--- src/rtl/cic_interp_pkg.sv ---
// Shared types and constants for the CIC interpolator blocks.
//   cic_rate_t       interpolation-factor type (CIC_RATE_W bits)
//   cic_zs_state_e   zero-stuffer FSM states
//   CIC_ZS_FIFO_DEPTH  zero-stuffer input FIFO depth (power of two)
package cic_interp_pkg;
  localparam int CIC_RATE_W        = 8;
  localparam int CIC_ZS_FIFO_DEPTH = 2;

  typedef logic [CIC_RATE_W-1:0] cic_rate_t;

  typedef enum logic {
    ZS_IDLE,
    ZS_RUN
  } cic_zs_state_e;
endpackage

--- src/rtl/cic_zero_stuffer_if.sv ---
// I/Q sample bus around the zero stuffer.
//   i_inph_data/i_quad_data/i_valid/o_ready : input-rate stream (valid/ready)
//   o_inph_data/o_quad_data/o_valid         : output-rate stream (strobe only)
// slave  = the zero stuffer; master = upstream comb / downstream integrator side.
interface cic_zero_stuffer_if #(parameter int WIDTH = 16);
  logic [WIDTH-1:0] i_inph_data;
  logic [WIDTH-1:0] i_quad_data;
  logic             i_valid;
  logic             o_ready;
  logic [WIDTH-1:0] o_inph_data;
  logic [WIDTH-1:0] o_quad_data;
  logic             o_valid;

  modport slave (
    input  i_inph_data, i_quad_data, i_valid,
    output o_ready, o_inph_data, o_quad_data, o_valid
  );

  modport master (
    output i_inph_data, i_quad_data, i_valid,
    input  o_ready, o_inph_data, o_quad_data, o_valid
  );
endinterface

--- src/rtl/cic_zs_fifo.sv ---
// Small I/Q input FIFO for the zero stuffer (CIC_ZS_FIFO_DEPTH entries).
//   i_clock, i_reset_n (async low), i_clear (sync flush)
//   i_push + i_inph/i_quad : write, caller guarantees !o_full
//   i_pop                  : read,  caller guarantees !o_empty
//   o_inph/o_quad          : head entry (valid while !o_empty)
//   o_full/o_empty         : occupancy flags from the registered count
module cic_zs_fifo
  import cic_interp_pkg::*;
#(
  parameter int WIDTH = 16
) (
  input  logic             i_clock,
  input  logic             i_reset_n,
  input  logic             i_clear,
  input  logic             i_push,
  input  logic [WIDTH-1:0] i_inph,
  input  logic [WIDTH-1:0] i_quad,
  input  logic             i_pop,
  output logic [WIDTH-1:0] o_inph,
  output logic [WIDTH-1:0] o_quad,
  output logic             o_full,
  output logic             o_empty
);
  localparam int AW = $clog2(CIC_ZS_FIFO_DEPTH);

  logic [CIC_ZS_FIFO_DEPTH-1:0][2*WIDTH-1:0] mem;
  logic [AW-1:0] wr_ptr, rd_ptr;
  logic [AW:0]   count;

  assign o_full  = (count == (AW+1)'(CIC_ZS_FIFO_DEPTH));
  assign o_empty = (count == '0);
  assign {o_inph, o_quad} = mem[rd_ptr];

  // Pointers wrap naturally because the depth is a power of two.
  always_ff @(posedge i_clock or negedge i_reset_n) begin
    if (!i_reset_n) begin
      mem    <= '0;
      wr_ptr <= '0;
      rd_ptr <= '0;
      count  <= '0;
    end else if (i_clear) begin
      wr_ptr <= '0;
      rd_ptr <= '0;
      count  <= '0;
    end else begin
      if (i_push) begin
        mem[wr_ptr] <= {i_inph, i_quad};
        wr_ptr      <= wr_ptr + AW'(1);
      end
      if (i_pop) rd_ptr <= rd_ptr + AW'(1);
      count <= count + (AW+1)'(i_push) - (AW+1)'(i_pop);
    end
  end
endmodule

--- src/rtl/cic_zero_stuffer.sv ---
// CIC interpolator rate-expansion stage: per output tick (i_enable) emits one
// queued I/Q sample followed by R-1 zero slots; R latched from i_rate at each
// burst start (0 behaves as 1).
//   i_clock, i_reset_n (async low)
//   bus (slave)   : input valid/ready stream, output data + o_valid strobe
//   i_rate        : interpolation factor R
//   i_enable      : output-rate tick
//   i_clear       : sync flush of FIFO, phase, sticky flag; FSM -> idle
//   o_underflow   : sticky, burst start found the FIFO empty
// Build option CIC_ZS_HOLD_EN: non-sample slots repeat the last emitted value
// (zero-order hold) instead of zero.
module cic_zero_stuffer
  import cic_interp_pkg::*;
#(
  parameter int WIDTH  = 16,
  parameter int RATE_W = CIC_RATE_W
) (
  input  logic              i_clock,
  input  logic              i_reset_n,
  cic_zero_stuffer_if.slave bus,
  input  logic [RATE_W-1:0] i_rate,
  input  logic              i_enable,
  input  logic              i_clear,
  output logic              o_underflow
);
`ifdef CIC_ZS_HOLD_EN
  localparam bit ZERO_FILL = 1'b0;
`else
  localparam bit ZERO_FILL = 1'b1;
`endif

  cic_zs_state_e     state, state_nxt;
  logic [RATE_W-1:0] phase, phase_nxt;
  logic [RATE_W-1:0] rate_q, rate_nxt, rate_in;
  logic [WIDTH-1:0]  head_i, head_q, out_i, out_q;
  logic              fifo_full, fifo_empty, push, pop;
  logic              emit, take, uflow_set, out_vld;

  assign rate_in     = (i_rate == '0) ? RATE_W'(1) : i_rate;
  assign bus.o_ready = ~fifo_full;
  assign push        = bus.i_valid & ~fifo_full & ~i_clear;

  cic_zs_fifo #(.WIDTH(WIDTH)) u_fifo (
    .i_clock   (i_clock),
    .i_reset_n (i_reset_n),
    .i_clear   (i_clear),
    .i_push    (push),
    .i_inph    (bus.i_inph_data),
    .i_quad    (bus.i_quad_data),
    .i_pop     (pop),
    .o_inph    (head_i),
    .o_quad    (head_q),
    .o_full    (fifo_full),
    .o_empty   (fifo_empty)
  );

  always_ff @(posedge i_clock or negedge i_reset_n) begin
    if (!i_reset_n) begin
      state  <= ZS_IDLE;
      phase  <= '0;
      rate_q <= RATE_W'(1);
    end else begin
      state  <= state_nxt;
      phase  <= phase_nxt;
      rate_q <= rate_nxt;
    end
  end

  // Phase 0 starts a burst: the new R takes effect immediately so the next
  // phase is computed from it, not from the previous burst's R.
  always_comb begin
    state_nxt = state;
    phase_nxt = phase;
    rate_nxt  = rate_q;
    emit      = 1'b0;
    take      = 1'b0;
    pop       = 1'b0;
    uflow_set = 1'b0;
    if (i_clear) begin
      state_nxt = ZS_IDLE;
      phase_nxt = '0;
    end else if (i_enable) begin
      case (state)
        ZS_IDLE: begin
          if (!fifo_empty) begin
            state_nxt = ZS_RUN;
            emit      = 1'b1;
            take      = 1'b1;
            pop       = 1'b1;
            rate_nxt  = rate_in;
            phase_nxt = (rate_in == RATE_W'(1)) ? '0 : RATE_W'(1);
          end
        end
        ZS_RUN: begin
          emit = 1'b1;
          if (phase == '0) begin
            rate_nxt  = rate_in;
            phase_nxt = (rate_in == RATE_W'(1)) ? '0 : RATE_W'(1);
            if (!fifo_empty) begin
              take = 1'b1;
              pop  = 1'b1;
            end else begin
              // Grid keeps running; the slot is filled and flagged.
              uflow_set = 1'b1;
            end
          end else begin
            phase_nxt = (phase == rate_q - RATE_W'(1)) ? '0 : phase + RATE_W'(1);
          end
        end
        default: state_nxt = ZS_IDLE;
      endcase
    end
  end

  always_ff @(posedge i_clock or negedge i_reset_n) begin
    if (!i_reset_n) begin
      out_i       <= '0;
      out_q       <= '0;
      out_vld     <= 1'b0;
      o_underflow <= 1'b0;
    end else begin
      out_vld <= emit;
      if (i_clear)        o_underflow <= 1'b0;
      else if (uflow_set) o_underflow <= 1'b1;
      if (take) begin
        out_i <= head_i;
        out_q <= head_q;
      end else if (emit && ZERO_FILL) begin
        out_i <= '0;
        out_q <= '0;
      end
    end
  end

  assign bus.o_inph_data = out_i;
  assign bus.o_quad_data = out_q;
  assign bus.o_valid     = out_vld;
endmodule

--- src/flat_wrapper.sv ---
// flat-port wrapper written by rule: the top's interface ports become plain ports
module cic_zero_stuffer_flat import cic_interp_pkg::*;
#(
  parameter int WIDTH  = 16,
  parameter int RATE_W = CIC_RATE_W
)
  (i_clock, i_reset_n, i_rate, i_enable, i_clear, o_underflow, bus_i_inph_data, bus_i_quad_data, bus_i_valid, bus_o_ready, bus_o_inph_data, bus_o_quad_data, bus_o_valid);
  cic_zero_stuffer_if #(.WIDTH(WIDTH)) bus_i ();
  input  logic i_clock;
  input  logic i_reset_n;
  input  logic [RATE_W-1:0] i_rate;
  input  logic i_enable;
  input  logic i_clear;
  output logic o_underflow;
  input wire logic [$bits(bus_i.i_inph_data)-1:0] bus_i_inph_data;
  input wire logic [$bits(bus_i.i_quad_data)-1:0] bus_i_quad_data;
  input wire logic [$bits(bus_i.i_valid)-1:0] bus_i_valid;
  output wire logic [$bits(bus_i.o_ready)-1:0] bus_o_ready;
  output wire logic [$bits(bus_i.o_inph_data)-1:0] bus_o_inph_data;
  output wire logic [$bits(bus_i.o_quad_data)-1:0] bus_o_quad_data;
  output wire logic [$bits(bus_i.o_valid)-1:0] bus_o_valid;
  assign bus_i.i_inph_data = bus_i_inph_data;
  assign bus_i.i_quad_data = bus_i_quad_data;
  assign bus_i.i_valid = bus_i_valid;
  assign bus_o_ready = bus_i.o_ready;
  assign bus_o_inph_data = bus_i.o_inph_data;
  assign bus_o_quad_data = bus_i.o_quad_data;
  assign bus_o_valid = bus_i.o_valid;
  cic_zero_stuffer #(.WIDTH(WIDTH), .RATE_W(RATE_W)) u_core (.i_clock(i_clock), .i_reset_n(i_reset_n), .bus(bus_i), .i_rate(i_rate), .i_enable(i_enable), .i_clear(i_clear), .o_underflow(o_underflow));
endmodule
--- config.mk ---
export PLATFORM = sky130hd
export DESIGN_NAME = cic_zero_stuffer_flat
export DESIGN_NICKNAME = d
export VERILOG_FILES = /design/src/rtl/cic_interp_pkg.sv /design/src/rtl/cic_zero_stuffer_if.sv /design/src/rtl/cic_zs_fifo.sv /design/src/rtl/cic_zero_stuffer.sv /design/src/flat_wrapper.sv
export SDC_FILE = /design/constraint.sdc
export NUM_CORES = 1
export LEC_CHECK = 0
export ABC_AREA = 1
export ABC_CLOCK_PERIOD_IN_PS = 5970
export CELL_PAD_IN_SITES_DETAIL_PLACEMENT = 0
export CELL_PAD_IN_SITES_GLOBAL_PLACEMENT = 1
export CORE_UTILIZATION = 43
export CTS_CLUSTER_SIZE = 25
export DETAILED_ROUTE_END_ITERATION = 8
export PLACE_DENSITY = 0.82
export SYNTH_ARGS = -nofsm -noshare
export SYNTH_HDL_FRONTEND = slang
export SYNTH_SLANG_ARGS = --single-unit
--- constraint.sdc ---
create_clock -name i_clock -period 5.97 [get_ports i_clock]
set_clock_uncertainty 0.1 [all_clocks]
set_input_delay 1.4925 -clock i_clock [delete_from_list [all_inputs] [get_ports i_clock]]
set_output_delay 1.4925 -clock i_clock [all_outputs]
set_load 0.01 [all_outputs]
== Word level (Yosys, flattened, before mapping) ==
Index checks and enable logic that the tools add are counted.
Storage, ports and cells
  bits in registers: 119
  output and inout port bits: 35
  input bits: 45
Cells by class
  reductions and logical operators: 12
  $lt $le $gt $ge: 3
  bitwise operators: 5
  eq/ne operators: 6
  mux-type cells: 42
  add/sub/neg operators: 6
Operators with widths (count)
  32-bit 2-to-1 mux: 3
  64-bit bitwise mux: 1
  8-bit 2-to-1 mux: 8
  16-bit 2-to-1 mux: 3
  32-bit demux with 1-bit select: 1
  8-bit one-hot mux with 2 select lines: 2
  1-bit 2-to-1 mux: 21
  8-bit logical NOT: 2
  2-bit nonzero test: 5
  8-bit by 1-bit adder with 8-bit output, second input constant: 1
  8-bit by 1-bit equality test with 1-bit output, second input constant: 1
  8-bit equality test: 1
  8-bit by 1-bit subtractor with 8-bit output, second input constant: 1
  1-bit by 2-bit less-than comparator with 1-bit output, second input constant: 2
  2-bit != test, second input constant: 2
  1-bit one-hot mux with 2 select lines: 2
  2-bit AND reduction: 2
  4-bit AND reduction: 1
  3-bit != test, second input constant: 1
  1-bit inverter: 3
  1-bit adder, second input constant: 2
  2-bit by 1-bit adder with 2-bit output: 1
  1-bit AND: 2
  2-bit equality test, second input constant: 1
  5 further kinds: 5

== Logic depth before layout (Yosys ltp) ==
Gate-level depths: netlist (run 1).
  depth in word-level cells: 8
  depth in mapped cells: 12
  mapped depth without buffers: 11

== By module ==
Synthesis (run 1) repeated with hierarchy kept, for this count alone.
Second synthesis, totals
  cell total of the unflattened synthesis: 631
  area total of the unflattened synthesis: 5716.7 µm²
By module, submodules not included
  cic_zs_fifo: area each 3106.7 µm², cells each 301, seq. area each 1701.6 µm², instances 1
  cic_zero_stuffer: area each 2610.0 µm², cells each 330, seq. area each 1277.5 µm², instances 1

== Worst setup path after synthesis (run 1) ==
No wires, ideal clock.
  kind: input to register
  start: input i_enable
  end: register u_core.u_fifo.count[1]
  path slack: 3.120 ns
  arrival time: 2.632 ns
  stages on the path: 10
  required time: 5.752 ns
  path through: inv_1 -> nor2_1 -> nand2_2 -> nor2_8 -> buf_6 -> ha_1 -> inv_1 -> ha_1 -> xor2_1 -> nor2_1
On the way
  word-level cells in the longest chain between the ends: 4
RTL lines
  from (decl): RTL line flat_wrapper.sv:12  | input logic i_enable;
  1-bit 2-to-1 mux: RTL line cic_zero_stuffer.sv:82  | end else if (i_enable) begin
  1-bit 2-to-1 mux: RTL line cic_zero_stuffer.sv:79  | if (i_clear) begin
  2-bit by 1-bit subtractor with 2-bit output: RTL line cic_zs_fifo.sv:51  | count <= count + (AW+1)'(i_push) - (AW+1)'(i_pop);
  2-bit 2-to-1 mux: RTL line cic_zs_fifo.sv:41  | end else if (i_clear) begin
  to (signal assigned): RTL line cic_zs_fifo.sv:51
  to (decl): RTL line cic_zs_fifo.sv:28  | logic [AW:0] count;
No other way between the ends.
A chain may end at the register's enable or synchronous reset.

== Final worst setup path (run 1) ==
  start: input i_clear
  end: register u_core.u_fifo.mem[27] (netlist bit)
On the way
  word-level cells in the longest chain between the ends: 3
RTL lines
  from (decl): RTL line flat_wrapper.sv:13  | input logic i_clear;
  1-bit inverter (no line) (*)
  1-bit AND: RTL line cic_zero_stuffer.sv:41  | assign push = bus.i_valid & ~fifo_full & ~i_clear;
  2-bit AND reduction (no line) (*)
  to (signal, indexed assignment): RTL line cic_zs_fifo.sv:47  | mem[wr_ptr] <= {i_inph, i_quad};
  to (decl): RTL line cic_zs_fifo.sv:26  | logic [CIC_ZS_FIFO_DEPTH-1:0][2*WIDTH-1:0] mem;
Mark *: on every way between the ends. The rest lies on a longest branch, timed or not.

==> results.txt, run 1 <==
Yosys mapped the design onto 28 distinct sky130hd cell types. The number of global-route vias before repair came out at 4,311. The routed design could run at a clock period as short as 3.73 ns. The fraction of met2 tracks used by global routing came out at 33.2%. The final cycle utilization of the critical path came out at 62.5%. The signal on the critical path passes through clkdlybuf4s50_1, inv_2, nand2_1, nand3_2, o21ai_0. The met1 global-route usage is 27.2%. The area growth from synthesis to final layout is 25.4%.

The number of iterations in the first detailed-routing pass is 5. The total number of H-tree levels is 4. The upper clock frequency limit is 268 MHz. The largest single stage delay on the critical path is 0.88 ns. The vias after detailed routing came out at 4,459. The nature of the critical path endpoint is a flop.

The count of final max-slew check failures came out at 0. The fraction of final layout cells sized beyond drive strength 1 came out at 5.81%. The worst setup path is launched from an input pin. The first global-routing pass estimated 20,900 µm of wire. For the pin with the worst max-slew slack, the measured transition is 1.29 ns. The post-CTS setup buffer count came out at 0. The number of nets produced by synthesis is 743. The analysis attributes to cell leakage a power of 0.00357 µW. The synthesis-stage register bit count came out at 119. TritonCTS built the clock tree. The hold-fix buffer count after cts came out at 0.

Detailed placement ended at an HPWL of 7760 µm. The cell count after synthesis came out at 693. The flow ran to the end, and the final reports show no timing, DRC or antenna violations. The die covers 13,200 µm². For this run, the register share of the synthesized area comes to 54.2%. The total overflow left after global routing is 0. The final wirelength came out at 12,300 µm.

The worst endpoint data arrival time is 3.90 ns. Entering global routing, the biggest net connects 66 pins. The vertical die dimension came out at 115 µm. The post-route antenna net violation count is 0.

The DRC violation total after the first TritonRoute iteration came out at 227. The count of inserted antenna diode cells came out at 0. The placer's final routability congestion estimate is 0.827. The max-capacitance violation count came out at 0. The clock passes through at most 2 buffers. The clock edge transition at the registers on the reported setup and hold paths came out at 0.05 ns. The x dimension of the die came out at 115 µm. The TritonCTS buffer count is 17.

The post-placement worst setup slack is 1.84 ns. The critical-path maximum fanout is 65. The clock net in this run drives a total of 119 sinks. The average size of a mapped cell came out at 7.93 µm². For this run, design rule violations remaining after detail routing come to 0. The required time of the worst setup path is 6.14 ns. The initial antenna violation count is 0. The area of the core came out at 12,200 µm². Summed over all failing endpoints, the final setup total negative slack is 0 ns. The mapped netlist covers 5490 µm².

Measured against its own limit, the worst slew margin works out to 14.0%. Setup repair after global routing left no endpoint under its margin. The cell at the slowest stage of the critical path is sky130_fd_sc_hd__nand3_2. The total power per unit cell area is 447 nW/µm². The post-cts repair resize count is 0.

For this configuration, the core starts out at a cell density of 45.0%. The total count of hold-check failures in the final report was 0. The total global routing track utilization is 20.5%. The number of nets at the end of the flow came out at 813. The filler cell count came out at 1,160. The worst IR drop on VDD is 243 µV. The library cell used as clock root buffer is sky130_fd_sc_hd__clkbuf_16. The global-route met3 utilization is 4.01%. After floorplanning, the core was divided into 40 placement rows.

Using the TritonRoute via totals, the vias-per-cell ratio works out to 4.73. The number of warnings issued by yosys came out at 0. The routed wirelength normalized by instance count is 13.0 µm. The tightest min-delay check is of the flop to flop type.

The number of I/O port buffers is 79. The setup slack of the critical path after layout is 2.24 ns. The global routing stage identified its most utilized layer as met2. By startpoint and endpoint, the worst setup path is classified as input pin to flop. The clock network latency to the later pin of the worst-skew pair is 0.40 ns. In this run the count of I/O pins placed on the die edge is 80.

The number of failing setup endpoints in the final timing report is 0.
-- Yosys cell counts --
| library cell | count | share of area (%) |
|---|---|---|
| sky130_fd_sc_hd__nand2_1 | 320 | 22 |
| sky130_fd_sc_hd__dfrtp_1 | 118 | 54 |
| sky130_fd_sc_hd__inv_1 | 58 | 4.0 |
| sky130_fd_sc_hd__o21ai_0 | 46 | 4.2 |
| sky130_fd_sc_hd__nor2_1 | 38 | 2.6 |
| sky130_fd_sc_hd__o21ai_1 | 23 | 2.1 |
| sky130_fd_sc_hd__nand3_1 | 17 | 1.5 |
| sky130_fd_sc_hd__clkbuf_1 | 14 | 0.96 |
| sky130_fd_sc_hd__buf_6 | 8 | 1.6 |
| sky130_fd_sc_hd__xor2_1 | 8 | 1.3 |
| sky130_fd_sc_hd__buf_2 | 7 | 0.64 |
| sky130_fd_sc_hd__a21oi_1 | 6 | 0.55 |
| sky130_fd_sc_hd__ha_1 | 5 | 1.1 |
| sky130_fd_sc_hd__xnor2_1 | 5 | 0.80 |
| sky130_fd_sc_hd__nand2_2 | 4 | 0.46 |
| sky130_fd_sc_hd__nor3_1 | 3 | 0.27 |
| sky130_fd_sc_hd__inv_2 | 2 | 0.14 |
| sky130_fd_sc_hd__and3_1 | 1 | 0.11 |
| sky130_fd_sc_hd__buf_4 | 1 | 0.14 |
| sky130_fd_sc_hd__clkinv_1 | 1 | 0.068 |
| sky130_fd_sc_hd__dfstp_2 | 1 | 0.48 |
| sky130_fd_sc_hd__nand3_2 | 1 | 0.18 |
| sky130_fd_sc_hd__nand3b_1 | 1 | 0.14 |
| sky130_fd_sc_hd__nand4_1 | 1 | 0.11 |
| sky130_fd_sc_hd__nand4_2 | 1 | 0.23 |
| sky130_fd_sc_hd__nor2_8 | 1 | 0.36 |
| sky130_fd_sc_hd__nor3_2 | 1 | 0.18 |
| sky130_fd_sc_hd__or2_2 | 1 | 0.11 |
-- cells by family (layout without fill, tap and decap cells) --
logic type                 Yosys count  after routing  synth area share (%)
and+or+nand+nor                    390            390                  28.2
DFF                                119            119                  54.2
AOI/OAI and AO/OA                   75             75                  6.83
adders and majority gates            5              5                  1.14
xor gates and xnor gates            13             13                  2.07
buffers and inverters               91            173                  7.54
-- metrics by stage --
stage	std cells	instance area (µm²)	utilization [%]	hold WS, ns	total power [µW]
final	943	6890	56.4	0.377	3080
after global routing	943	6890	56.4	0.402	3300
after CTS	943	6890	56.4	0.383	3110
after detailed placement	912	6330	51.8	0.366	2140
after global placement	912	6330	51.8	0.364	2110
after floorplan	693	5490	-	0.353	1750
-- cell usage in the layout, fill, tap and decap left out, drive strengths merged --
cell | Yosys | layout
dfrtp | 118 | 118
nand3 | 18 | 18
nand4 | 2 | 2
nor2 | 39 | 39
clkinv | 1 | 5
clkinvlp | 0 | 3
nor3 | 4 | 4
nand2 | 324 | 324
o21ai | 69 | 69
clkdlybuf4s50 | 0 | 78
buf | 16 | 3
inv | 60 | 60
and3 | 1 | 1
dfstp | 1 | 1
bufinv | 0 | 1
a21oi | 6 | 6
xor2 | 8 | 8
or2 | 1 | 1
xnor2 | 5 | 5
nand3b | 1 | 1
ha | 5 | 5
clkbuf | 14 | 23
-- power breakdown --
| part | switching, µW | internal (µW) |
|---|---|---|
| registers | 184 | 1090 |
| logic | 435 | 413 |
| clock network | 345 | 610 |
-- final timing paths --
check	start	to	slack, ns	depth (start not counted)
worst min register to register	u_core.bus.o_quad_data[10]	u_core.bus.o_quad_data[10]	0.38	2
min in group asynchronous	i_reset_n	u_core.rate_q[1]	1.05	1
worst min-delay path	u_core.bus.o_quad_data[10]	u_core.bus.o_quad_data[10]	0.38	2
worst max register to register	u_core.u_fifo.rd_ptr	u_core.bus.o_quad_data[3]	2.74	5
max in group asynchronous	i_reset_n	u_core.u_fifo.mem[57]	3.43	2
worst max-delay path	i_clear	u_core.u_fifo.mem[27]	2.24	5
-- sequential cells by signal, summed over array words and instances, names as in the netlist, 2 cells and up --
| signal | flops |
|---|---|
| u_core.phase | 8 |
| u_core.bus.o_inph_data | 16 |
| u_core.u_fifo.count | 2 |
| u_core.rate_q | 8 |
| u_core.bus.o_quad_data | 16 |
| u_core.u_fifo.mem | 64 |
-- final cells by class --
cell class	count	area, µm²	area share, %
sequential	119	2980	43.3
multi-input combinational	483	2100	30.6
timing repair buffer	81	803	11.7
clock buffer	23	488	7.09
inverter	61	229	3.32
tap	168	210	3.05
clock inverter	8	72.6	1.05
-- layer usage --
| metal | vias to the layer above | routed length, µm |
|---|---|---|
| met5 | - | 0 |
| met4 | 0 | 177 |
| met3 | 12 | 352 |
| met2 | 80 | 5890 |
| met1 | 2102 | 5880 |
| li1 | 2265 | - |
-- critical path, delay by kind of cell --
| kind | cells | cell delay [ns] |
|---|---|---|
| AO/OA/AOI/OAI | 1 | 0.57 |
| buffers and inverters | 2 | 0.83 |
| AND/OR/NAND/NOR | 2 | 1.00 |
Power figures use the tool's default switching activity.
==> run 2, diff against run 1 <==
--- a/config.mk
+++ b/config.mk
@@ -6,13 +6,13 @@
 export NUM_CORES = 1
 export LEC_CHECK = 0
 export ABC_AREA = 1
-export ABC_CLOCK_PERIOD_IN_PS = 5970
+export ABC_CLOCK_PERIOD_IN_PS = 3700
 export CELL_PAD_IN_SITES_DETAIL_PLACEMENT = 0
 export CELL_PAD_IN_SITES_GLOBAL_PLACEMENT = 1
-export CORE_UTILIZATION = 43
+export CORE_UTILIZATION = 40
 export CTS_CLUSTER_SIZE = 25
 export DETAILED_ROUTE_END_ITERATION = 8
-export PLACE_DENSITY = 0.82
+export PLACE_DENSITY = 0.76
 export SYNTH_ARGS = -nofsm -noshare
 export SYNTH_HDL_FRONTEND = slang
 export SYNTH_SLANG_ARGS = --single-unit
==> constraint.sdc (replaced) <==
create_clock -name i_clock -period 3.7 [get_ports i_clock]
set_clock_uncertainty 0.1 [all_clocks]
set_input_delay 0.925 -clock i_clock [delete_from_list [all_inputs] [get_ports i_clock]]
set_output_delay 0.925 -clock i_clock [all_outputs]
set_load 0.01 [all_outputs]
==> results.txt, run 2 (synthesis gave the netlist of run 1 again) <==
The final standard cell count with taps included and fillers excluded came out at 956 (+1.4%). The final routed DRC violation total came out at 0 (unchanged). The area of all sequential standard cells was 2980 µm² (unchanged). The number of flip-flops in the largest register came out at 64 (unchanged).

The starting density of the core came out at 41.3% (-3.7 points). The initial antenna violation count came to 0 (unchanged). The area of the die came out at 14,200 µm² (+7.4%). TritonCTS built the clock tree.

The placed cell count is 924 (+1.3%). STA classifies the critical path endpoint as a flop. The accumulated negative setup slack was 0 ns (unchanged). The tree is rooted in a sky130_fd_sc_hd__clkbuf_16. The x dimension of the die was 119 µm (+3.6%). The leakage power summed over all cells was 0.00360 µW (+0.95%).

The minimum clock period came out at 2.66 ns. The vias after detailed routing is 4,444 (-0.34%). The worst setup slack for register-to-register paths is 1.31 ns (-1.43 ns). The count of final max-slew check failures is 0 (unchanged). The largest net degree at the start of global routing is 66 (unchanged). The number of I/O port buffers is 79 (unchanged). The area of the core came out at 13,300 µm² (+8.9%). The total internal power came out at 3510 µW (+66%).

Setup repair after global routing left no endpoint under its margin. The final cycle utilization of the critical path came out at 72.0%. The largest register by flop count is u_core.u_fifo.mem. The post-placement worst setup slack came to 0.591 ns (-1.25 ns).

The slew at the pin closest to its max-slew limit is 1.13 ns (-0.160 ns). The number of vias per cell after detailed routing was 4.65 (-1.7%). The required time of the worst setup path is 3.90 ns (-2.24 ns). The maximum buffer depth of the clock tree is 2 (unchanged). The timing startpoint of the critical path is i_clear. The cell depth of the worst flop-to-flop path is 6 (+1).

The worst endpoint data arrival time is 2.86 ns (-1.04 ns). The total global routing overflow came out at 0 (unchanged). The max-capacitance violation count came out at 0 (unchanged).

The longest individual stage delay on the worst path came out at 0.65 ns (-0.23 ns). The post-route antenna net violation count came to 0 (unchanged). The buffers plus inverters on the worst setup path is 2 (unchanged). The number of global-route vias before repair is 4,462 (+3.5%).

The final wirelength is 12,300 µm (-0.19%). The placer's final routability congestion estimate was 0.816 (-1.4%). Based on the critical path, the design can be clocked at up to 375 MHz. The library cell used most frequently in the layout, excluding fill and tap cells, is sky130_fd_sc_hd__nand2_1. The worst IR drop on VDD came to 419 µV (+72%). The vertical die dimension came out at 119 µm (+3.6%). The total stage count of the critical path came out at 4 (-1).

The number of failing setup endpoints in the final timing report was 0 (unchanged). The post-cts repair resize count came out at 0 (unchanged). In the layout the commonest cells are sky130_fd_sc_hd__nand2_1, sky130_fd_sc_hd__dfrtp_1, sky130_fd_sc_hd__clkdlybuf4s50_1. STA classifies the critical path startpoint as an input pin. The fraction of power consumed by the clock network came out at 32.6% (+1.6 points).

The number of iterations in the first detailed-routing pass came to 4 (-1). The post-route cell area came to 7000 µm² (+1.6%). The total number of H-tree levels was 4 (unchanged). The endpoint identified for the worst register-to-register timing path is u_core.bus.o_quad_data[0]. The clock network latency to the later pin of the worst-skew pair came to 0.40 ns (about the same). The startpoint of the worst register-to-register path is u_core.u_fifo.rd_ptr. The first-pass GRT wire length is 21,300 µm (+1.9%). The DRC violation total after the first TritonRoute iteration came out at 263 (+16%). The area occupied by multi-input gates is 2110 µm² (+0.42%). The count of inserted antenna diode cells is 0 (unchanged). The tightest slew margin relative to the limit is 24.2% (+10 points). From synthesis to final layout, the design area changed by 27.4%.

The total number of clock tree sinks came out at 119 (unchanged). The total power per unit cell area came out at 728 nW/µm² (+63%). The post-CTS setup buffer count is 0 (unchanged).

The worst min-delay path category is flop to flop. The half-perimeter wire length of the detailed placement result is 7920 µm (+2.1%). The number of nets at the end of the flow was 817 (+0.49%). The setup slack of the critical path after layout came out at 1.04 ns (-1.20 ns). The filler cell count is 1,279 (+10%). The switching portion of total power came out at 31.1% (-0.24 points). The combinational cell fraction of total power came out at 27.4% (-0.2 points). The TritonCTS buffer count was 17 (unchanged). The number of placement rows came out at 42 (+5.0%). The cell area after placement came to 6400 µm² (+1.2%). The most critical setup path has its endpoint at u_core.u_fifo.mem[61].

The critical-path maximum fanout came to 64 (-1.5%). The total global routing track utilization came out at 19.1% (-1.4 points). The total count of hold-check failures in the final report came out at 0 (unchanged). The kind of cell with the highest combined delay on the critical path is buffers and inverters. The sequential cell fraction of total power came out at 39.9% (-1.5 points). The routed wirelength normalized by instance count is 12.8 µm (-1.5%).

The count of pins on the block boundary came out at 80 (unchanged). The switching power is 1580 µW (+64%). Traced cell by cell, the critical path runs through clkdlybuf4s50_1, inv_2, nand4_4, o21ai_0.

The fraction of final layout cells sized beyond drive strength 1 came out at 6.41% (+0.60 points). The critical path is of the input pin to flop type. The clock edge transition at the registers on the reported setup and hold paths came out at 0.06 ns (about the same). The flow ran to the end, and the final reports show no timing, DRC or antenna violations.

On the critical path, the stage with the largest delay is an instance of sky130_fd_sc_hd__nand4_4. The hold-fix buffer count after cts came out at 0 (unchanged).
==> run 2: how the worst min path moves through the flow <==
stage               slack (ns)  depth (start not counted)                      start                   endpoint
detailed placement        0.36                          2  u_core.bus.o_inph_data[4]  u_core.bus.o_inph_data[4]
CTS                       0.38                          2  u_core.bus.o_inph_data[3]  u_core.bus.o_inph_data[3]
finish                    0.38                          2  u_core.bus.o_quad_data[6]  u_core.bus.o_quad_data[6]
global route              0.40                          2  u_core.bus.o_quad_data[3]  u_core.bus.o_quad_data[3]
global placement          0.36                          2      u_core.u_fifo.mem[32]      u_core.u_fifo.mem[32]
floorplan                 0.35                          2      u_core.u_fifo.mem[32]      u_core.u_fifo.mem[32]
==> run 2: final cells by class <==
cell class	count	share of cell area, %
multi-input combinational	483	30.2
sequential	119	42.6
inverter	61	3.27
timing repair buffer	85	12.3
tap	176	3.15
clock inverter	12	2.18
clock buffer	20	6.38
==> run 2: power by group through the flow <==
stage | logic, µW | registers, µW | clock network (µW)
final | 1400 | 2030 | 1660
after global routing | 1610 | 2100 | 1750
after CTS | 1430 | 2040 | 1700
after detailed placement | 1420 | 2060 | 0
after global placement | 1390 | 2040 | 0
after floorplan | 749 | 2080 | 0
==> run 2: worst register-to-register path, stage by stage, from the launching register on <==
cell	delay, ns
sky130_fd_sc_hd__dfrtp_1	0.32
sky130_fd_sc_hd__buf_4	0.35
sky130_fd_sc_hd__clkinv_1	1.00
sky130_fd_sc_hd__nand2_1	0.29
sky130_fd_sc_hd__nand2_1	0.09
sky130_fd_sc_hd__nand2_1	0.09
sky130_fd_sc_hd__nand2_1	0.05
==> run 2: metal layers <==
layer	vias up	GRT usage (%)	part of all wire, %
met2	73	31.3	49
met1	2076	24.6	46
met5	-	0	0
li1	2277	-	-
met3	18	3.21	3.1
met4	0	8.86	1.6
==> run 2: metrics by stage <==
stage	power (µW)	utilization, %	hold WS [ns]
after global placement	3430	48.1	0.365
after global routing	5460	52.6	0.398
after floorplan	2830	-	0.353
after CTS	5170	52.6	0.381
final	5100	52.6	0.375
after detailed placement	3470	48.1	0.364
==> run 3, diff against run 2 <==
--- a/config.mk
+++ b/config.mk
@@ -6,13 +6,13 @@
 export NUM_CORES = 1
 export LEC_CHECK = 0
 export ABC_AREA = 1
-export ABC_CLOCK_PERIOD_IN_PS = 3700
+export ABC_CLOCK_PERIOD_IN_PS = 2250
 export CELL_PAD_IN_SITES_DETAIL_PLACEMENT = 0
 export CELL_PAD_IN_SITES_GLOBAL_PLACEMENT = 1
-export CORE_UTILIZATION = 40
+export CORE_UTILIZATION = 36
 export CTS_CLUSTER_SIZE = 25
 export DETAILED_ROUTE_END_ITERATION = 8
-export PLACE_DENSITY = 0.76
+export PLACE_DENSITY = 0.73
 export SYNTH_ARGS = -nofsm -noshare
 export SYNTH_HDL_FRONTEND = slang
 export SYNTH_SLANG_ARGS = --single-unit
==> constraint.sdc (replaced) <==
create_clock -name i_clock -period 2.25 [get_ports i_clock]
set_clock_uncertainty 0.1 [all_clocks]
set_input_delay 0.5625 -clock i_clock [delete_from_list [all_inputs] [get_ports i_clock]]
set_output_delay 0.5625 -clock i_clock [all_outputs]
set_load 0.01 [all_outputs]
==> results.txt, run 3 (synthesis gave the netlist of run 1 again) <==
The worst IR drop on VDD is 538 µV (+29%). Dividing the final minimum period by the clock period gives 96.6%. The number of failing setup endpoints in the final timing report came out at 0 (unchanged). The accumulated negative setup slack was 0 ns (unchanged). STA classifies the critical path startpoint as a flop. The post-route worst hold slack came out at 0.373 ns (-0.00207 ns).

The maximum buffer depth of the clock tree came out at 2 (unchanged). The run finished, with violations left. The min-delay analysis places its worst path in the category flop to flop.

The vias after detailed routing was 4,510 (+1.5%). The count of final max-slew check failures came out at 0 (unchanged). The final wirelength came out at 12,800 µm (+4.3%). The clock tree from TritonCTS is done. The number of iterations in the first detailed-routing pass came out at 6 (+2). The combinational cell fraction of total power is 27.8% (+0.4 points). The area growth from synthesis to final layout is 31.5%. The area of the core came out at 14,700 µm² (+11%).

The tree is rooted in a sky130_fd_sc_hd__clkbuf_16. The initial antenna violation count is 0 (unchanged). The count of pins on the block boundary is 80 (unchanged). The most frequent standard cell in the layout excluding fill and tap cells is sky130_fd_sc_hd__nand2_1. The starting density of the core came to 37.4% (-3.9 points). The total number of clock tree sinks came out at 119 (unchanged). The number of placement rows came to 44 (+4.8%). The total global routing overflow came to 0 (unchanged). The final reports fail on design-rule violations. The placer's final routability congestion estimate came out at 0.813 (-0.42%). The total count of hold-check failures in the final report is 0 (unchanged). The filler cell count came to 1,423 (+11%). The switching portion of total power was 30.1% (-0.94 points).

The half-perimeter wire length of the detailed placement result is 8390 µm (+6.0%). Setup repair after global routing could not meet its margin everywhere. The sequential cell fraction of total power came out at 39.0% (-0.9 points).

The vertical die dimension is 126 µm (+5.3%). The TritonCTS buffer count came out at 17 (unchanged). The utilization of the core after routing is 49.1% (-3.5 points). The max-capacitance violation count was 0 (unchanged). The setup slack of the critical path after layout is 0.0762 ns (-0.959 ns). The clock network latency to the later pin of the worst-skew pair came to 0.40 ns (about the same).

The area occupied by multi-input gates is 2120 µm² (+0.35%). The total number of H-tree levels is 4 (unchanged). The area of the die is 15,800 µm² (+11%). The critical-path maximum fanout is 4 (-94%). The routed wirelength normalized by instance count came to 13.1 µm (+1.7%). The post-placement worst setup slack is -0.0735 ns (-0.664 ns). The x dimension of the die is 126 µm (+5.3%). The number of I/O port buffers came out at 79 (unchanged). The tightest slew margin relative to the limit came to 72.5% (+48 points).

The fraction of power consumed by the clock network is 33.1% (+0.5 points). The post-route cell area is 7220 µm² (+3.2%). The clock edge transition at the registers on the reported setup and hold paths came out at 0.05 ns (about the same). The leakage power summed over all cells is 0.00372 µW (+3.4%). Subtracting the final worst setup slack from the clock period gives 2.17 ns. The total internal power is 5990 µW (+71%).

The first-pass GRT wire length is 21,800 µm (+2.5%). The post-CTS setup buffer count came out at 0 (unchanged). The worst endpoint data arrival time came out at 1.51 ns (-1.35 ns). The slew at the pin closest to its max-slew limit came out at 0.412 ns (-0.718 ns). The total power per unit cell area came out at 1190 nW/µm² (+63%). The largest net degree at the start of global routing is 65 (-1.5%). The cell area after placement is 6580 µm² (+2.8%). STA classifies the critical path endpoint as a primary output.

Counting flops per register, the top entry is u_core.u_fifo.mem. Leaving out fill and tap cells, the most frequent cells in the layout are sky130_fd_sc_hd__nand2_1, sky130_fd_sc_hd__dfrtp_1, sky130_fd_sc_hd__clkdlybuf4s50_1. The critical path is of the flop to primary output type.

The total global routing track utilization is 17.6% (-1.5 points). The number of global-route vias before repair came out at 4,502 (+0.90%). The number of nets at the end of the flow was 834 (+2.1%).

The area of all sequential standard cells is 2980 µm² (unchanged). The required time of the worst setup path came out at 1.59 ns (-2.31 ns). The switching power came out at 2590 µW (+63%). The number of vias per cell after detailed routing is 4.60 (-1.0%).

The count of inserted antenna diode cells is 0 (unchanged). The DRC violation total after the first TritonRoute iteration came out at 240 (-8.7%). The fraction of final layout cells sized beyond drive strength 1 came to 8.29% (+1.9 points). The post-route antenna net violation count came out at 0 (unchanged). The number of flip-flops in the largest register is 64 (unchanged).

For this run, the top clock speed supported by timing is 460 MHz. The final routed DRC violation total is 4 (+4).
## run 3: cell types whose count changed in the layout (fill, tap and decap cells not counted), sizes merged
cell / before / now
clkinvlp: 4 / 2
clkbuf: 20 / 23
clkinv: 6 / 3
dlygate4sd3: 0 / 1
bufinv: 3 / 4
buf: 7 / 23
## run 3: layout make-up
type / count / share of cell area (%)
Sequential cell: 119 / 41.3
Multi-Input combinational cell: 483 / 29.4
Timing Repair Buffer: 102 / 14.4
Clock buffer: 23 / 6.62
Tap cell: 184 / 3.19
Inverter: 61 / 3.17
Clock inverter: 8 / 2.01
## run 3: worst paths after layout
kind | from | endpoint | slack (ns) | cells after the start
worst max-delay path | u_core.u_fifo.count[1] | bus_o_ready | 0.08 | 2
worst min-delay path | u_core.bus.o_inph_data[4] | u_core.bus.o_inph_data[4] | 0.37 | 2
worst max register to register | u_core.rate_q[0] | u_core.phase[4] | 0.15 | 9
worst min register to register | u_core.bus.o_inph_data[4] | u_core.bus.o_inph_data[4] | 0.37 | 2
max in group asynchronous | i_reset_n | u_core.u_fifo.mem[13] | 1.06 | 3
min in group asynchronous | i_reset_n | u_core.rate_q[5] | 0.43 | 2
## run 3: power by group through the flow
stage	clock, µW	sequential [µW]	combinational, µW
final	2840	3350	2390
after detailed placement	0	3370	2410
after global placement	0	3350	2360
after global routing	3000	3450	2720
after floorplan	0	3420	1230
after CTS	2900	3350	2430
## run 3: routing by layer
metal	wire [µm]	part of all wire, %	global-route usage [%]
met5	0	0	0
met2	6260	49	29.7
met1	5980	47	22.0
met3	422	3.3	4.66
met4	147	1.1	5.16
## run 3: worst max-delay path, stage by stage, from the launching register on
cell and delay [ns]:
sky130_fd_sc_hd__dfrtp_1 0.41, sky130_fd_sc_hd__nand2_2 0.14, sky130_fd_sc_hd__clkdlybuf4s50_1 0.55
## run 3: timing repair
item | CTS | global route
gates cloned | 0 | 0
hold buffers | 1 | 0
endpoints found under the hold margin | 3 | 0
resized for setup | 1 | 1
setup endpoints to repair | 1 | 8
## run 3: through the flow
step / instances / power (µW)
finish: 980 / 8580
detailed placement: 948 / 5780
global route: 980 / 9170
CTS: 980 / 8680
global placement: 948 / 5710
floorplan: 693 / 4650
==> RTL edit 1 (settings of run 3) <==
`WIDTH` is set to 16 in 4 places; all go to 12.
--- a/src/rtl/cic_zero_stuffer_if.sv
+++ b/src/rtl/cic_zero_stuffer_if.sv
@@ -2,7 +2,7 @@
 //   i_inph_data/i_quad_data/i_valid/o_ready : input-rate stream (valid/ready)
 //   o_inph_data/o_quad_data/o_valid         : output-rate stream (strobe only)
 // slave  = the zero stuffer; master = upstream comb / downstream integrator side.
-interface cic_zero_stuffer_if #(parameter int WIDTH = 16);
+interface cic_zero_stuffer_if #(parameter int WIDTH = 12);
   logic [WIDTH-1:0] i_inph_data;
   logic [WIDTH-1:0] i_quad_data;
   logic             i_valid;
--- a/src/rtl/cic_zs_fifo.sv
+++ b/src/rtl/cic_zs_fifo.sv
@@ -7,7 +7,7 @@
 module cic_zs_fifo
   import cic_interp_pkg::*;
 #(
-  parameter int WIDTH = 16
+  parameter int WIDTH = 12
 ) (
   input  logic             i_clock,
   input  logic             i_reset_n,
--- a/src/rtl/cic_zero_stuffer.sv
+++ b/src/rtl/cic_zero_stuffer.sv
@@ -12,7 +12,7 @@
 module cic_zero_stuffer
   import cic_interp_pkg::*;
 #(
-  parameter int WIDTH  = 16,
+  parameter int WIDTH  = 12,
   parameter int RATE_W = CIC_RATE_W
 ) (
   input  logic              i_clock,
--- a/src/flat_wrapper.sv
+++ b/src/flat_wrapper.sv
@@ -1,7 +1,7 @@
 // flat-port wrapper written by rule: the top's interface ports become plain ports
 module cic_zero_stuffer_flat import cic_interp_pkg::*;
 #(
-  parameter int WIDTH  = 16,
+  parameter int WIDTH  = 12,
   parameter int RATE_W = CIC_RATE_W
 )
   (i_clock, i_reset_n, i_rate, i_enable, i_clear, o_underflow, bus_i_inph_data, bus_i_quad_data, bus_i_valid, bus_o_ready, bus_o_inph_data, bus_o_quad_data, bus_o_valid);
Interface: changed (resized bus_i_inph_data, bus_i_quad_data, bus_o_inph_data and bus_o_quad_data); port bits go from 80 to 64. No check against the original RTL was run, so the function may have changed too.
==> RTL edit 1 against run 3 <==
- sequential cell count down 24
- wire length down 22%
- design area down 22%
- via count down 17%
- synthesized cell count down 17%
- worst setup slack better by 0.097 ns
- power down 30%
- synthesized area down 19%
- clock power down 51%
- largest power group unchanged
==> RTL edit 1: results (changes against run 3) <==
drt pass-1 iters 5 (-1); vias in the first global route 3779 (-16%); Worst Hold Class input pin to asynchronous set/reset pin; Adder-Cell Fraction of Synth Area 0.0140 (+0.00261); syn nets 619 (-17%); Nets 688 (-18%); Placer Congestion 0.741 (-8.8%); synth unique cells 27 (-3.6%); TritonCTS buffer count 9 (-8); CTS H-tree lvls 3 (-1); Worst VDD drop 0.000634 V (+18%); Compound-Gate Fraction of Synth Area 0.0734 (+0.00503); Pleak 2.86 nW (-23%); Largest register FFs 48 (-25%); gr usage total 0.176 (+0.000340); xor and xnor fraction of the mapped netlist area 0.0137 (-0.00701); post-synthesis sequential area ratio 0.532 (-0.0100); largest net degree at the start of global routing 96 (+48%); Post-DP Area 0.00533 mm² (-19%); fill count 1219 (-14%); Reg-to-Reg Start u_core.phase[0]; share of cells above drive strength 1 0.0599 (-0.0230); Logic power comb 1.93 mW (-19%); seq pwr 2.72 mW (-19%); port bufs 63 (-20%); Max-slew headroom 0.651 (-0.0741); top post-synthesis cells by area dfrtp_1 53%, nand2_1 22%, o21ai_0 5.9%, inv_1 5.0%, nor2_1 2.6%; clk_lat worst skew 0.34 ns (-0.06 ns); maximum fanout along the worst path 3 (-1); outcome finished, final reports clean; Pint 4.04 mW (-33%)
[RTL edit 1: stage by stage]
| step | power, mW | std cells | setup slack [ns] |
|---|---|---|---|
| final | 6.04 | 819 | 0.173 |
| after detailed placement | 4.69 | 803 | -0.0689 |
| after global placement | 4.64 | 803 | -0.0558 |
| after floorplan | 3.82 | 577 | 0.201 |
| after global routing | 6.57 | 819 | 0.0369 |
| after CTS | 6.13 | 819 | 0.133 |
[RTL edit 1: critical path: stages (launching register included)]
cell and delay [ns]:
dfrtp_1 0.41, nand2_1 0.12, clkdlybuf4s50_1 0.55
[RTL edit 1: final timing paths]
kind,to,slack (ns),cells after the start
setup / recovery,bus_o_ready,0.17,2
hold / removal,u_core.rate_q[6],0.16,2
setup reg to reg,u_core.u_fifo.count[1],0.24,11
hold reg to reg,u_core.bus.o_inph_data[6],0.38,2
max in group asynchronous,u_core.u_fifo.mem[44],1.48,2
min in group i_clock,u_core.bus.o_inph_data[6],0.38,2
[RTL edit 1: per-layer routing]
metal  global-route usage  vias to the layer above  share of wire
met5                    0                        -              0
met4               0.0772                        0          0.015
met3               0.0335                       11          0.029
met2                0.292                       62           0.47
met1                0.226                     1746           0.49
li1                     -                     1916              -
[RTL edit 1: layout make-up]
type / count / area, µm² / share of cell area
flip-flops and latches: 95 / 2380 / 0.425
well taps: 168 / 210 / 0.0376
multi-input cells: 401 / 1750 / 0.312
clock inverters: 1 / 7.51 / 0.00134
repair buffers: 79 / 773 / 0.138
inverters: 60 / 225 / 0.0402
clock buffers: 15 / 258 / 0.0460
[RTL edit 1: cells by family after synthesis]
family                     after synthesis
buffers and inverters                   81
and+or+nand+nor                        324
DFF                                     95
adders and majority gates                5
AOI/OAI and AO/OA                       65
xor gates and xnor gates                 7
==> RTL edit 2 (config.mk and constraints of run 3) <==
Made on the original files. Make the reset (`i_reset_n`) synchronous in 3 clocked blocks. Comments in the files are not updated.
--- a/src/rtl/cic_zs_fifo.sv
+++ b/src/rtl/cic_zs_fifo.sv
@@ -32,7 +32,7 @@
   assign {o_inph, o_quad} = mem[rd_ptr];
 
   // Pointers wrap naturally because the depth is a power of two.
-  always_ff @(posedge i_clock or negedge i_reset_n) begin
+  always_ff @(posedge i_clock) begin
     if (!i_reset_n) begin
       mem    <= '0;
       wr_ptr <= '0;
--- a/src/rtl/cic_zero_stuffer.sv
+++ b/src/rtl/cic_zero_stuffer.sv
@@ -54,7 +54,7 @@
     .o_empty   (fifo_empty)
   );
 
-  always_ff @(posedge i_clock or negedge i_reset_n) begin
+  always_ff @(posedge i_clock) begin
     if (!i_reset_n) begin
       state  <= ZS_IDLE;
       phase  <= '0;
@@ -112,7 +112,7 @@
     end
   end
 
-  always_ff @(posedge i_clock or negedge i_reset_n) begin
+  always_ff @(posedge i_clock) begin
     if (!i_reset_n) begin
       out_i       <= '0;
       out_q       <= '0;
Check against the original RTL: differs if i_reset_n is asserted again (counterexample within 4 cycles, from zero or initial values and one cycle with i_reset_n low); with i_reset_n held inactive, the same outputs for 4 cycles.
==> RTL edit 2 against run 3 <==
- synthesized area shrank 8.4%
- wire length is 1.9% lower
- sequential share of layout area is 5.3 points lower
- synthesized cell count grew 0.58%
- critical path type unchanged
- sequential cell count unchanged
- largest cell class unchanged
- worst setup slack improved by 0.013 ns
- worst hold slack got worse by 0.029 ns
- maximum frequency increased by 0.62%
- design area down 8.0%
Power is not compared: it rests on default switching activity, and its combinational part moved more than twofold at a synthesized area within 25%.
==> RTL edit 2: results (changes against run 3) <==
final wirelength 12600 µm (-1.9%); Hold WS 0.344 ns (-0.0292 ns); critical path depth in cells 3 (+1); Placer Congestion 0.811 (-0.14%); top post-synthesis cells by area dfxtp_1 47%, nand2_1 10%, o21ai_0 9.9%, a21oi_1 7.9%, nor2_1 7.1%; Post-synth top cells 137 x nand2_1, 119 x dfxtp_1, 99 x o21ai_0, 95 x nor2_1, 79 x a21oi_1; HP Start u_core.u_fifo.mem[15]; syn nets 747 (+0.54%); share of cells above drive strength 1 0.101 (+0.0180); worst r2r dst u_core.u_fifo.count[1]; vias in the first global route 4440 (-1.4%); maximum fanout along the worst path 3 (-1); post-synthesis sequential area ratio 0.474 (-0.0687); Max-slew headroom 0.690 (-0.0357); Hold EP u_core.u_fifo.mem[15]; Synth Instances 697 (+0.58%); Vias/cell 4.80 (+4.3%); Adder-Cell Fraction of Synth Area 0.0124 (+0.00105); fill count 1375 (-3.4%); largest net degree at the start of global routing 44 (-32%); worst setup path startpoint u_core.u_fifo.count[0]; Compound-Gate Fraction of Synth Area 0.194 (+0.126); drt pass-1 iters 5 (-1); Post-DP Area 0.00609 mm² (-7.4%); outcome finished, final reports clean
[RTL edit 2: cell types whose count changed in the layout (fill, tap and decap cells not counted), sizes merged, moves of 8 or more]
cell,delta
inv,+8
nand2,-186
dfrtp,-118
nor2,+62
o21ai,+40
a21oi,+74
dfxtp,+119
[RTL edit 2: per-layer routing]
| metal | share of wire | track usage | vias to the layer above |
|---|---|---|---|
| li1 | - | - | 2405 |
| met1 | 0.46 | 0.225 | 2125 |
| met2 | 0.47 | 0.317 | 100 |
| met3 | 0.054 | 0.0524 | 20 |
| met4 | 0.018 | 0.0836 | 0 |
| met5 | 0 | 0 | - |
[RTL edit 2: layout make-up]
cell class                      count  area (µm²)  area share
Timing Repair Buffer              105        1030       0.155
Clock inverter                     13         108      0.0162
Multi-Input combinational cell    467        2190       0.329
Inverter                           70         268      0.0403
Tap cell                          176         220      0.0331
Sequential cell                   119        2390       0.359
Clock buffer                       19         443      0.0667
